File: src/rtl/psum_accumulator.sv
// rtl/psum_accumulator.sv - signed MAC partial-sum accumulator with saturation and ready/valid handshakes
module psum_accumulator #(
  parameter int PARAM_BIT   = 8,
  parameter int PARTIAL_BIT = 25,
  parameter int CNT_BIT     = 10
) (
  input  logic                   clk,
  input  logic                   rst_n,
  input  logic                   start,
  input  logic [CNT_BIT-1:0]     num_terms,
  input  logic [PARTIAL_BIT-1:0] bias,
  input  logic                   in_valid,
  output logic                   in_ready,
  input  logic [PARAM_BIT-1:0]   act_in,
  input  logic [PARAM_BIT-1:0]   weight_in,
  output logic [PARTIAL_BIT-1:0] psum_out,
  output logic                   out_valid,
  input  logic                   out_ready,
  output logic                   busy
);

  localparam int PROD_BIT = 2 * PARAM_BIT;
  localparam int EXT_BIT  = PARTIAL_BIT + 1 - PROD_BIT;

  localparam logic [PARTIAL_BIT-1:0] SAT_MAX = {1'b0, {(PARTIAL_BIT-1){1'b1}}};
  localparam logic [PARTIAL_BIT-1:0] SAT_MIN = {1'b1, {(PARTIAL_BIT-1){1'b0}}};

  typedef enum logic [1:0] {
    IDLE  = 2'd0,
    ACCUM = 2'd1,
    DONE  = 2'd2
  } state_t;

  state_t                 state, state_d;
  logic [PARTIAL_BIT-1:0] acc, acc_d;
  logic [CNT_BIT-1:0]     cnt, cnt_d;
  logic [CNT_BIT-1:0]     n_terms, n_terms_d;

  logic in_ready_q, in_ready_d;
  logic out_valid_q, out_valid_d;
  logic busy_q, busy_d;

  logic [PROD_BIT-1:0]    product;
  logic [PARTIAL_BIT:0]   product_ext;
  logic [PARTIAL_BIT:0]   sum_ext;
  logic [PARTIAL_BIT-1:0] sum_sat;
  logic                   last_term;

  // One guard bit above the accumulator exposes overflow as a mismatch of the top two bits.
  assign product     = PROD_BIT'($signed(act_in) * $signed(weight_in));
  assign product_ext = {{EXT_BIT{product[PROD_BIT-1]}}, product};
  assign sum_ext     = {acc[PARTIAL_BIT-1], acc} + product_ext;

  always_comb begin
    sum_sat = sum_ext[PARTIAL_BIT-1:0];
    if (sum_ext[PARTIAL_BIT] != sum_ext[PARTIAL_BIT-1]) begin
      sum_sat = sum_ext[PARTIAL_BIT] ? SAT_MIN : SAT_MAX;
    end
  end

  // Widened compare so a count of all-ones never wraps back to zero.
  assign last_term = ({1'b0, cnt} + (CNT_BIT+1)'(1)) == {1'b0, n_terms};

  always_ff @(posedge clk) begin
    if (!rst_n) begin
      state       <= IDLE;
      acc         <= '0;
      cnt         <= '0;
      n_terms     <= '0;
      in_ready_q  <= 1'b0;
      out_valid_q <= 1'b0;
      busy_q      <= 1'b0;
    end else begin
      state       <= state_d;
      acc         <= acc_d;
      cnt         <= cnt_d;
      n_terms     <= n_terms_d;
      in_ready_q  <= in_ready_d;
      out_valid_q <= out_valid_d;
      busy_q      <= busy_d;
    end
  end

  always_comb begin
    state_d   = state;
    acc_d     = acc;
    cnt_d     = cnt;
    n_terms_d = n_terms;
    case (state)
      IDLE: begin
        if (start) begin
          acc_d     = bias;
          cnt_d     = '0;
          n_terms_d = num_terms;
          state_d   = (num_terms == '0) ? DONE : ACCUM;
        end
      end
      ACCUM: begin
        if (in_valid) begin
          acc_d = sum_sat;
          cnt_d = cnt + CNT_BIT'(1);
          if (last_term) begin
            state_d = DONE;
          end
        end
      end
      DONE: begin
        if (out_ready) begin
          state_d = IDLE;
        end
      end
      default: state_d = IDLE;
    endcase
  end

  // Outputs are decoded from the next state so they land in flops alongside it.
  always_comb begin
    in_ready_d  = (state_d == ACCUM);
    out_valid_d = (state_d == DONE);
    busy_d      = (state_d != IDLE);
  end

  assign in_ready  = in_ready_q;
  assign out_valid = out_valid_q;
  assign busy      = busy_q;
  assign psum_out  = acc;

endmodule

File: config.mk
export PLATFORM = sky130hd
export DESIGN_NAME = psum_accumulator
export DESIGN_NICKNAME = d
export VERILOG_FILES = /design/src/rtl/psum_accumulator.sv
export SDC_FILE = /design/constraint.sdc
export NUM_CORES = 1
export LEC_CHECK = 0
export CORE_MARGIN = 2
export CORE_UTILIZATION = 46
export CTS_CLUSTER_DIAMETER = 150
export CTS_CLUSTER_SIZE = 12
export DETAILED_ROUTE_END_ITERATION = 12
export PLACE_DENSITY = 0.8
export SYNTH_ARGS = -nofsm -noshare
export SYNTH_HDL_FRONTEND = slang
export SYNTH_SLANG_ARGS = --single-unit
export TNS_END_PERCENT = 50
File: constraint.sdc
create_clock -name clk -period 10.4 [get_ports clk]
set_clock_uncertainty 0.15 [all_clocks]
set_input_delay 3.12 -clock clk [delete_from_list [all_inputs] [get_ports clk]]
set_output_delay 3.12 -clock clk [all_outputs]
set_load 0.03 [all_outputs]
# Word level (Yosys, flattened, before mapping)

Cells that the tools add are included.

Register bits after elaboration: 50
Latch bits: 0
Memory bits (writable): 0
Bits in read-only memories: 0
Bits of input ports: 56
Output and inout bits: 28
Logic and storage cells: 39
Memories: 0

$add $sub $neg: 3
Multiply operators: 1
Div/mod/pow operators: 0
Order comparisons: 0
Equality and inequality tests: 8
Shift-type cells: 0
Muxes and demuxes: 14
Bitwise logic cells: 0
Reductions and logical operators: 6

Operators by type and width:

| operator                | number |
|---|---|
| $mux W25                | 4 |
| $pmux W25 S2            | 1 |
| $add A25 B16 Y26        | 1 |
| $mux W10                | 2 |
| $pmux W10 S2            | 1 |
| $mul A8 B8 Y16          | 1 |
| $add A10 B1 Y11 const B | 1 |
| $eq A11 B10 Y1          | 1 |
| $add A10 B1 Y10 const B | 1 |
| $logic_not A10 Y1       | 1 |
| $mux W2                 | 5 |
| $pmux W2 S3             | 1 |
| $eq A2 B1 Y1 const B    | 2 |
| $eq A2 B2 Y1 const B    | 2 |
| $ne A2 B2 Y1 const B    | 2 |
| $reduce_bool A2 Y1      | 2 |
| $reduce_and A3 Y1       | 1 |
| $logic_not A2 Y1        | 1 |
| $reduce_and A2 Y1       | 1 |
| $ne A1 B1 Y1            | 1 |

# Longest topological paths before layout

Gate-level depths: netlist of run 1.

Word-level depth: 6
Mapped depth: 22
Mapped depth without buffers: 20

# Worst setup path before layout of run 1

OpenSTA, ideal clock, no wires.

Path type: input -> register
Start point: in weight_in[1]
End point: reg acc[6], in the netlist psum_out[6]
Setup time: 116 ps
Data arrival time: 8576 ps
Setup slack: 1558 ps
Stages: 16
Buffers on the path: 1
Cell sequence: clkbuf_1 and2_1 fa_1 fa_1 fa_1 fa_1 ha_1 ha_1 and2_1 a221o_1 a311oi_2 a31oi_4 a21oi_4 xor2_2 maj3_1 a41o_1

Longest elaborated chain between the ends: 6
Elaborated cells on any way between the ends: 7

Ends and longest elaborated chain:

| item                                            | RTL line | text |
|---|---|---|
| start, declared                                 | 15       | `input logic [PARAM_BIT-1:0] weight_in,` |
| $mul A8 B8 Y16 (*)                              | 50       | `assign product = PROD_BIT'($signed(act_in) * $signed(weight_in));` |
| $add A25 B16 Y26 (*)                            | 52       | `assign sum_ext = {acc[PARTIAL_BIT-1], acc} + product_ext;` |
| $mux W25 / $ne A1 B1 Y1 (equally long branches) | 57, 56   |  |
| $mux W25 (*)                                    | 56       | `if (sum_ext[PARTIAL_BIT] != sum_ext[PARTIAL_BIT-1]) begin` |
| $mux W25 (*)                                    | 99       | `if (in_valid) begin` |
| $pmux W25 S2 (*)                                | 89       | `case (state)` |
| end signal, assigned                            | 67       | `acc <= '0;` |
| end signal, assigned                            | 75       | `acc <= acc_d;` |
| end, declared                                   | 35       | `logic [PARTIAL_BIT-1:0] acc, acc_d;` |

Every way passes the cells marked *; elsewhere a longest branch is shown, timed or not. The select of a mux whose other input is x is not followed.
A chain may end at the register's enable or synchronous reset.

# Worst setup path after layout of run 1

Start point: in act_in[7]
End point: reg acc[15], in the netlist psum_out[15]

Longest elaborated chain between the ends: 6
Elaborated cells on any way between the ends: 7

Ends and longest elaborated chain:

| item                                            | RTL line | text |
|---|---|---|
| start, declared                                 | 14       | `input logic [PARAM_BIT-1:0] act_in,` |
| $mul A8 B8 Y16 (*)                              | 50       |  |
| $add A25 B16 Y26 (*)                            | 52       |  |
| $mux W25 / $ne A1 B1 Y1 (equally long branches) | 57, 56   |  |
| $mux W25 (*)                                    | 56       |  |
| $mux W25 (*)                                    | 99       |  |
| $pmux W25 S2 (*)                                | 89       |  |

Marks and branches as above.

==> results of run 1 <==
-- logic make-up (layout without fill, tap and decap cells) --
group / count (synthesis) / after routing
AOI/OAI and AO/OA: 177 / 177
xor gates and xnor gates: 36 / 36
adders and majority gates: 172 / 172
buffers and inverters: 131 / 206
DFF: 50 / 50
and+or+nand+nor: 227 / 227
-- per-stage QoR --
step	instances	hold slack, ps	utilization, %	area (µm²)	setup slack, ps
floorplan	793	305	-	7130	1560
global placement	1048	318	53.7	8130	430
detailed placement	1048	322	53.7	8130	238
CTS	1056	333	54.8	8310	544
global route	1056	350	54.8	8310	50.6
finish	1056	333	54.8	8310	527
-- layer usage --
layer / share of wire, % / routed length (µm) / vias to the layer above / global-route usage (%)
li1: - / - / 2786 / -
met1: 45 / 8050 / 2912 / 31.9
met2: 48 / 8690 / 201 / 38.1
met3: 4.8 / 867 / 32 / 2.54
met4: 2.5 / 460 / 0 / 7.76
met5: 0 / 0 / - / 0
-- worst register-to-register path: stages (launching register included) --
cell	delay [ps]
dfxtp_1	440
inv_1	100
fa_1	530
inv_1	50
fa_1	500
inv_1	50
fa_1	470
inv_1	50
fa_1	440
fa_1	450
ha_1	360
o211ai_1	200
a21oi_1	90
o311a_1	420
a21oi_1	260
o311a_1	260
nand2_1	200
a21oi_2	960
a31oi_1	180
-- registers in the layout (all words and copies together), names as in the netlist --
name / flops
busy: 1
cnt: 10
in_ready: 1
n_terms: 10
out_valid: 1
psum_out: 25
state: 2
-- cells in the mapped netlist, types with 4 or more instances --
cell,number
a21oi_1,25
a21o_1,8
nand3_1,15
nand2_1,93
dfxtp_1,50
nor4_1,5
and2_1,41
a21boi_0,12
a31oi_1,22
and3_1,6
fa_1,110
or3_1,4
nor3_1,7
nor2_1,31
o21ai_1,19
o211ai_1,4
ha_1,61
buf_6,4
o21a_1,6
inv_1,106
o21ai_0,43
clkbuf_1,17
nand2b_1,4
nor2b_1,8
o21bai_1,4
xnor2_1,21
xor2_1,14
-- final timing paths --
kind                                   from           end  slack, ps  cells past startpoint
worst max-delay path              act_in[7]  psum_out[15]        530                     19
worst min-delay path             n_terms[0]    n_terms[0]        330                      2
worst max register to register  psum_out[6]  psum_out[15]       4050                     18
worst min register to register   n_terms[0]    n_terms[0]        330                      2
-- layout make-up --
cell class	count	share of cell area, %
clock buffer	6	1.67
clock inverter	2	0.467
inverter	107	4.84
multi-input combinational	612	67.4
sequential	50	12.1
tap	188	2.83
timing repair buffer	91	10.7
==> results.json, run 1 <==
{
  "dr.first_iter.drc_count": 371,
  "final_common_cell": "fa_1",
  "fin_tns_setup_ps": 0,
  "grt_first_pass_wirelength_um": 30500,
  "synth_largest_area_cell": "fa_1",
  "final.min_clock_period_ps": 9870,
  "cp.required_ps": 10370,
  "root_buffer": "clkbuf_16",
  "cpMostUsedCell": "fa_1",
  "synth.area.top_cells": "fa_1 (31%), dfxtp_1 (14%), ha_1 (11%)",
  "clk_latency_ps": 300,
  "slowest_delay_ps": 960,
  "drive_gt1_share_pct": 3.92,
  "track_usage_pct": 23.1,
  "synth_area_mm2": 0.00713,
  "io_buffers": 83,
  "synth_top_family_by_area": "adder cells",
  "clock_sinks": 50,
  "critPathLaunchType": "input pin",
  "diodes": 0,
  "arrival_ps": 9850,
  "fmax_mhz": 101,
  "worstPathCellList": "clkdlybuf4s50_1 -> nand2_1 -> inv_1 -> fa_1 -> inv_1 -> fa_1 -> inv_1 -> fa_1 -> fa_1 -> ha_1 -> ha_1 -> o21a_1 -> o21a_1 -> o221a_2 -> o21bai_1 -> o311a_1 -> nand2_1 -> a21oi_2 -> a31oi_1",
  "antenna_found_initial": 0,
  "regArea_mm2": 0.00100,
  "synthMuxAreaShare_pct": 0,
  "synthAdderAreaFrac_pct": 41.8,
  "ys_seq_elements": 50,
  "die-area_mm2": 0.0165,
  "initial_core_util_pct": 47.0,
  "coreArea_mm2": 0.0151,
  "cts.repair.resized": 0,
  "grt_max_degree": 50,
  "synth_compound_area_share_pct": 16.8,
  "path_clk_slew_ps": 70,
  "synth_top_flop_cell": "dfxtp_1",
  "synthCells": 793,
  "routed_wl_um": 18100,
  "fin_nets": 1094,
  "route.vias.total": 5931,
  "rows": 45,
  "hold_viol": 0,
  "cp-end-kind": "register",
  "ys_seq_area_share_pct": 14.0,
  "hold_buffers": 0,
  "io_pins": 84,
  "grt_overflow": 0,
  "avgRoutedWirePerCell_um": 17.1,
  "status": "finished, final reports clean",
  "final_cell_mix": "fa_1 (110), inv_1 (106), nand2_1 (93)",
  "finalSetupViolations": 0,
  "ys_async_sr_fraction_pct": 0,
  "dpl.hpwl_um": 14200,
  "cts.path.max_buffers": 2,
  "crit_family": "adder cells",
  "h-tree-depth": 2,
  "gp_congestion": 0.936,
  "synth_fp_nets": 1020,
  "cts_tree": "yes",
  "grt_pass1_vias": 6053,
  "ys_warn_count": 0,
  "cp_max_fo": 20,
  "synth-edff-count": 0,
  "crit_slowest_cell": "a21oi_2",
  "drtPass1Iterations": 5,
  "post_cts_buffers": 0,
  "relSlewSlack_pct": 22.7,
  "synth-simple-area-share_pct": 15.5,
  "rsz0062_at_grt": "no",
  "synthToLayoutAreaGrowth_pct": 16.6,
  "multi_input_area_mm2": 0.00560,
  "die_x_um": 128,
  "viasPerCell": 5.62,
  "cp_num_buf_inv": 4,
  "antenna_left": 0,
  "drv_slew": 0,
  "cts_buffers": 5,
  "critical_path_class": "input pin to register",
  "min_period_over_period_pct": 94.9,
  "synth-xor-area-share_pct": 4.53,
  "netlist.area_leader.share_pct": 30.9,
  "nFillCells": 1326,
  "die_h_um": 128,
  "ys_types": 61,
  "worstMarginPinSlew_ps": 1160,
  "hold_class": "register to register",
  "maxCapViolCount": 0,
  "syn_avg_cell_area_um2": 8.99,
  "drt_drc_violations_left": 0
}
Power of run 1 is left out: the tool's default activity adds up to more than one toggle a clock period on the data nets, which glitch-free logic cannot reach.
==> run 2: changes to the inputs <==
- REMOVE_ABC_BUFFERS: not set -> 1
- clock period: 10.4 -> 11.1 ns (I/O delays scaled with it)
==> run 2 against run 1 <==
  * First-iteration DRC count is 10% higher
  * Global-route usage is 0.80 points lower
  * Non-clock buffer count shrank 3
  * Core utilization shrank 0.31 points
  * Wire length decreased by 5.5%
  * Register-to-register slack improved by 840 ps
  * Worst hold slack worse by 1.9 ps
  * Final area is 0.56% lower
  * Sequential share of layout area grew 0.068 points
  * Critical path type unchanged
  * Critical path depth up 1
  * Clock-buffer cell count fell by 1
  * Via count decreased by 2.8%
==> results.json, run 2 (synthesis results as in run 1) <==
{
  "viasPerCell": 5.47,
  "diodes": 0,
  "maxCapViolCount": 0,
  "gp_congestion": 0.941,
  "critPathLaunchType": "input pin",
  "hold_viol": 0,
  "h-tree-depth": 2,
  "initial_core_util_pct": 47.0,
  "fmax_mhz": 98.4,
  "grt_max_degree": 50,
  "cts.repair.resized": 0,
  "fin_nets": 1091,
  "holdPathStages": 2,
  "hold_buffers": 0,
  "place_ws_ps": 694,
  "drive_gt1_share_pct": 3.58,
  "antenna_left": 0,
  "drt_drc_violations_left": 0,
  "cp-end-kind": "register",
  "die-area_mm2": 0.0165,
  "drtPass1Iterations": 5,
  "clk_latency_ps": 300,
  "post-route-util_pct": 54.5,
  "crit_slowest_cell": "fa_1",
  "hp-start": "n_terms[4]",
  "final.setup.worst_slack_ps": 940,
  "drv_slew": 0,
  "startpoint": "weight_in[2]",
  "avgRoutedWirePerCell_um": 16.2,
  "track_usage_pct": 22.3,
  "antenna_found_initial": 0,
  "synthToLayoutAreaGrowth_pct": 15.9,
  "cp.required_ps": 11180,
  "die_h_um": 128,
  "rsz0062_at_grt": "no",
  "nFillCells": 1366,
  "cts_tree": "yes",
  "status": "finished, final reports clean",
  "grt_pass1_vias": 6037,
  "final_common_cell": "fa_1",
  "final.min_clock_period_ps": 10160,
  "cpMostUsedCell": "fa_1",
  "finalSetupViolations": 0,
  "cp_max_fo": 21,
  "largest_register_ffs": 25,
  "io_buffers": 83,
  "rr_worst_depth": 19,
  "routed_wl_um": 17100,
  "coreArea_mm2": 0.0151,
  "grt.busiest_layer": "met2",
  "worstMarginPinSlew_ps": 1030,
  "cts.path.max_buffers": 2,
  "hold_class": "register to register",
  "dr.first_iter.drc_count": 408,
  "slowest_delay_ps": 750,
  "path_clk_slew_ps": 80,
  "root_buffer": "clkbuf_16",
  "relSlewSlack_pct": 30.9,
  "timing.rr.end": "psum_out[20]",
  "io_pins": 84,
  "grt_first_pass_wirelength_um": 29700,
  "worstPathCellList": "clkdlybuf4s50_1 -> nand2_1 -> inv_1 -> fa_1 -> inv_1 -> fa_1 -> inv_1 -> fa_1 -> fa_1 -> ha_1 -> ha_1 -> and2_1 -> a221o_1 -> a311oi_2 -> a31oi_4 -> a2111o_1 -> o21ai_2 -> a21oi_2 -> buf_4 -> a31oi_1",
  "critical_path_class": "input pin to register",
  "multi_input_area_mm2": 0.00560,
  "die_x_um": 128,
  "arrival_ps": 10240,
  "ff2ff_setup_slack_ps": 4890,
  "final_cell_mix": "fa_1 (110), inv_1 (106), nand2_1 (93)",
  "regArea_mm2": 0.00100,
  "use_met1_pct": 30.7,
  "rows": 45,
  "grtUsageMet3_pct": 3.08,
  "use_met2_pct": 38.1,
  "dpl.hpwl_um": 13600,
  "cts_buffers": 5,
  "route.vias.total": 5764,
  "fin_tns_setup_ps": 0,
  "post_cts_buffers": 0,
  "min_to": "n_terms[4]",
  "grt_overflow": 0,
  "clock_sinks": 50,
  "min_period_over_period_pct": 91.5,
  "timing.rr.start": "psum_out[6]"
}
run 2: changes by cell type in the layout (fill, tap and decap cells not counted), sizes merged:
cell    before  now
buf          8    5
bufinv       1    0
clkbuf       6    5
clkinv       1    2
inv        107  108
run 2: metrics by stage:
| stage | std cells | instance area, µm² | hold WS, ps |
|---|---|---|---|
| 2_1_floorplan | 769 | 7000 | 305 |
| 3_3_place_gp | 1045 | 8110 | 316 |
| 3_5_place_dp | 1045 | 8110 | 322 |
| 4_1_cts | 1053 | 8260 | 333 |
| 5_1_grt | 1053 | 8260 | 357 |
| 6_report | 1053 | 8260 | 331 |
run 2: layout make-up:
cell class	instances	area share, %
multi-input cells	612	67.8
flip-flops and latches	50	12.1
repair buffers	88	10.5
inverters	107	4.86
well taps	188	2.85
clock buffers	5	1.51
clock inverters	3	0.348
run 2: metal layers:
metal	routed length, µm	vias up
met5	0	-
met4	127	0
met3	864	9
met2	8240	150
met1	7830	2831
li1	-	2774
run 2: worst max path at each step:
stage	slack [ps]	to	cells after the start
2_1_floorplan	1940	psum_out[4]	17
3_5_place_dp	690	psum_out[16]	20
5_1_grt	480	psum_out[20]	20
6_report	940	psum_out[20]	20
4_1_cts	920	psum_out[20]	20
3_3_place_gp	830	psum_out[13]	18
run 2: worst max-delay path: cells and delay by family:
family                     cells  cell delay (ps)
AOI/OAI and AO/OA              7             1980
adders and majority gates      6             3050
buffers and inverters          5             1410
and+or+nand+nor                2              440
Power of run 2 is left out for the same reason.
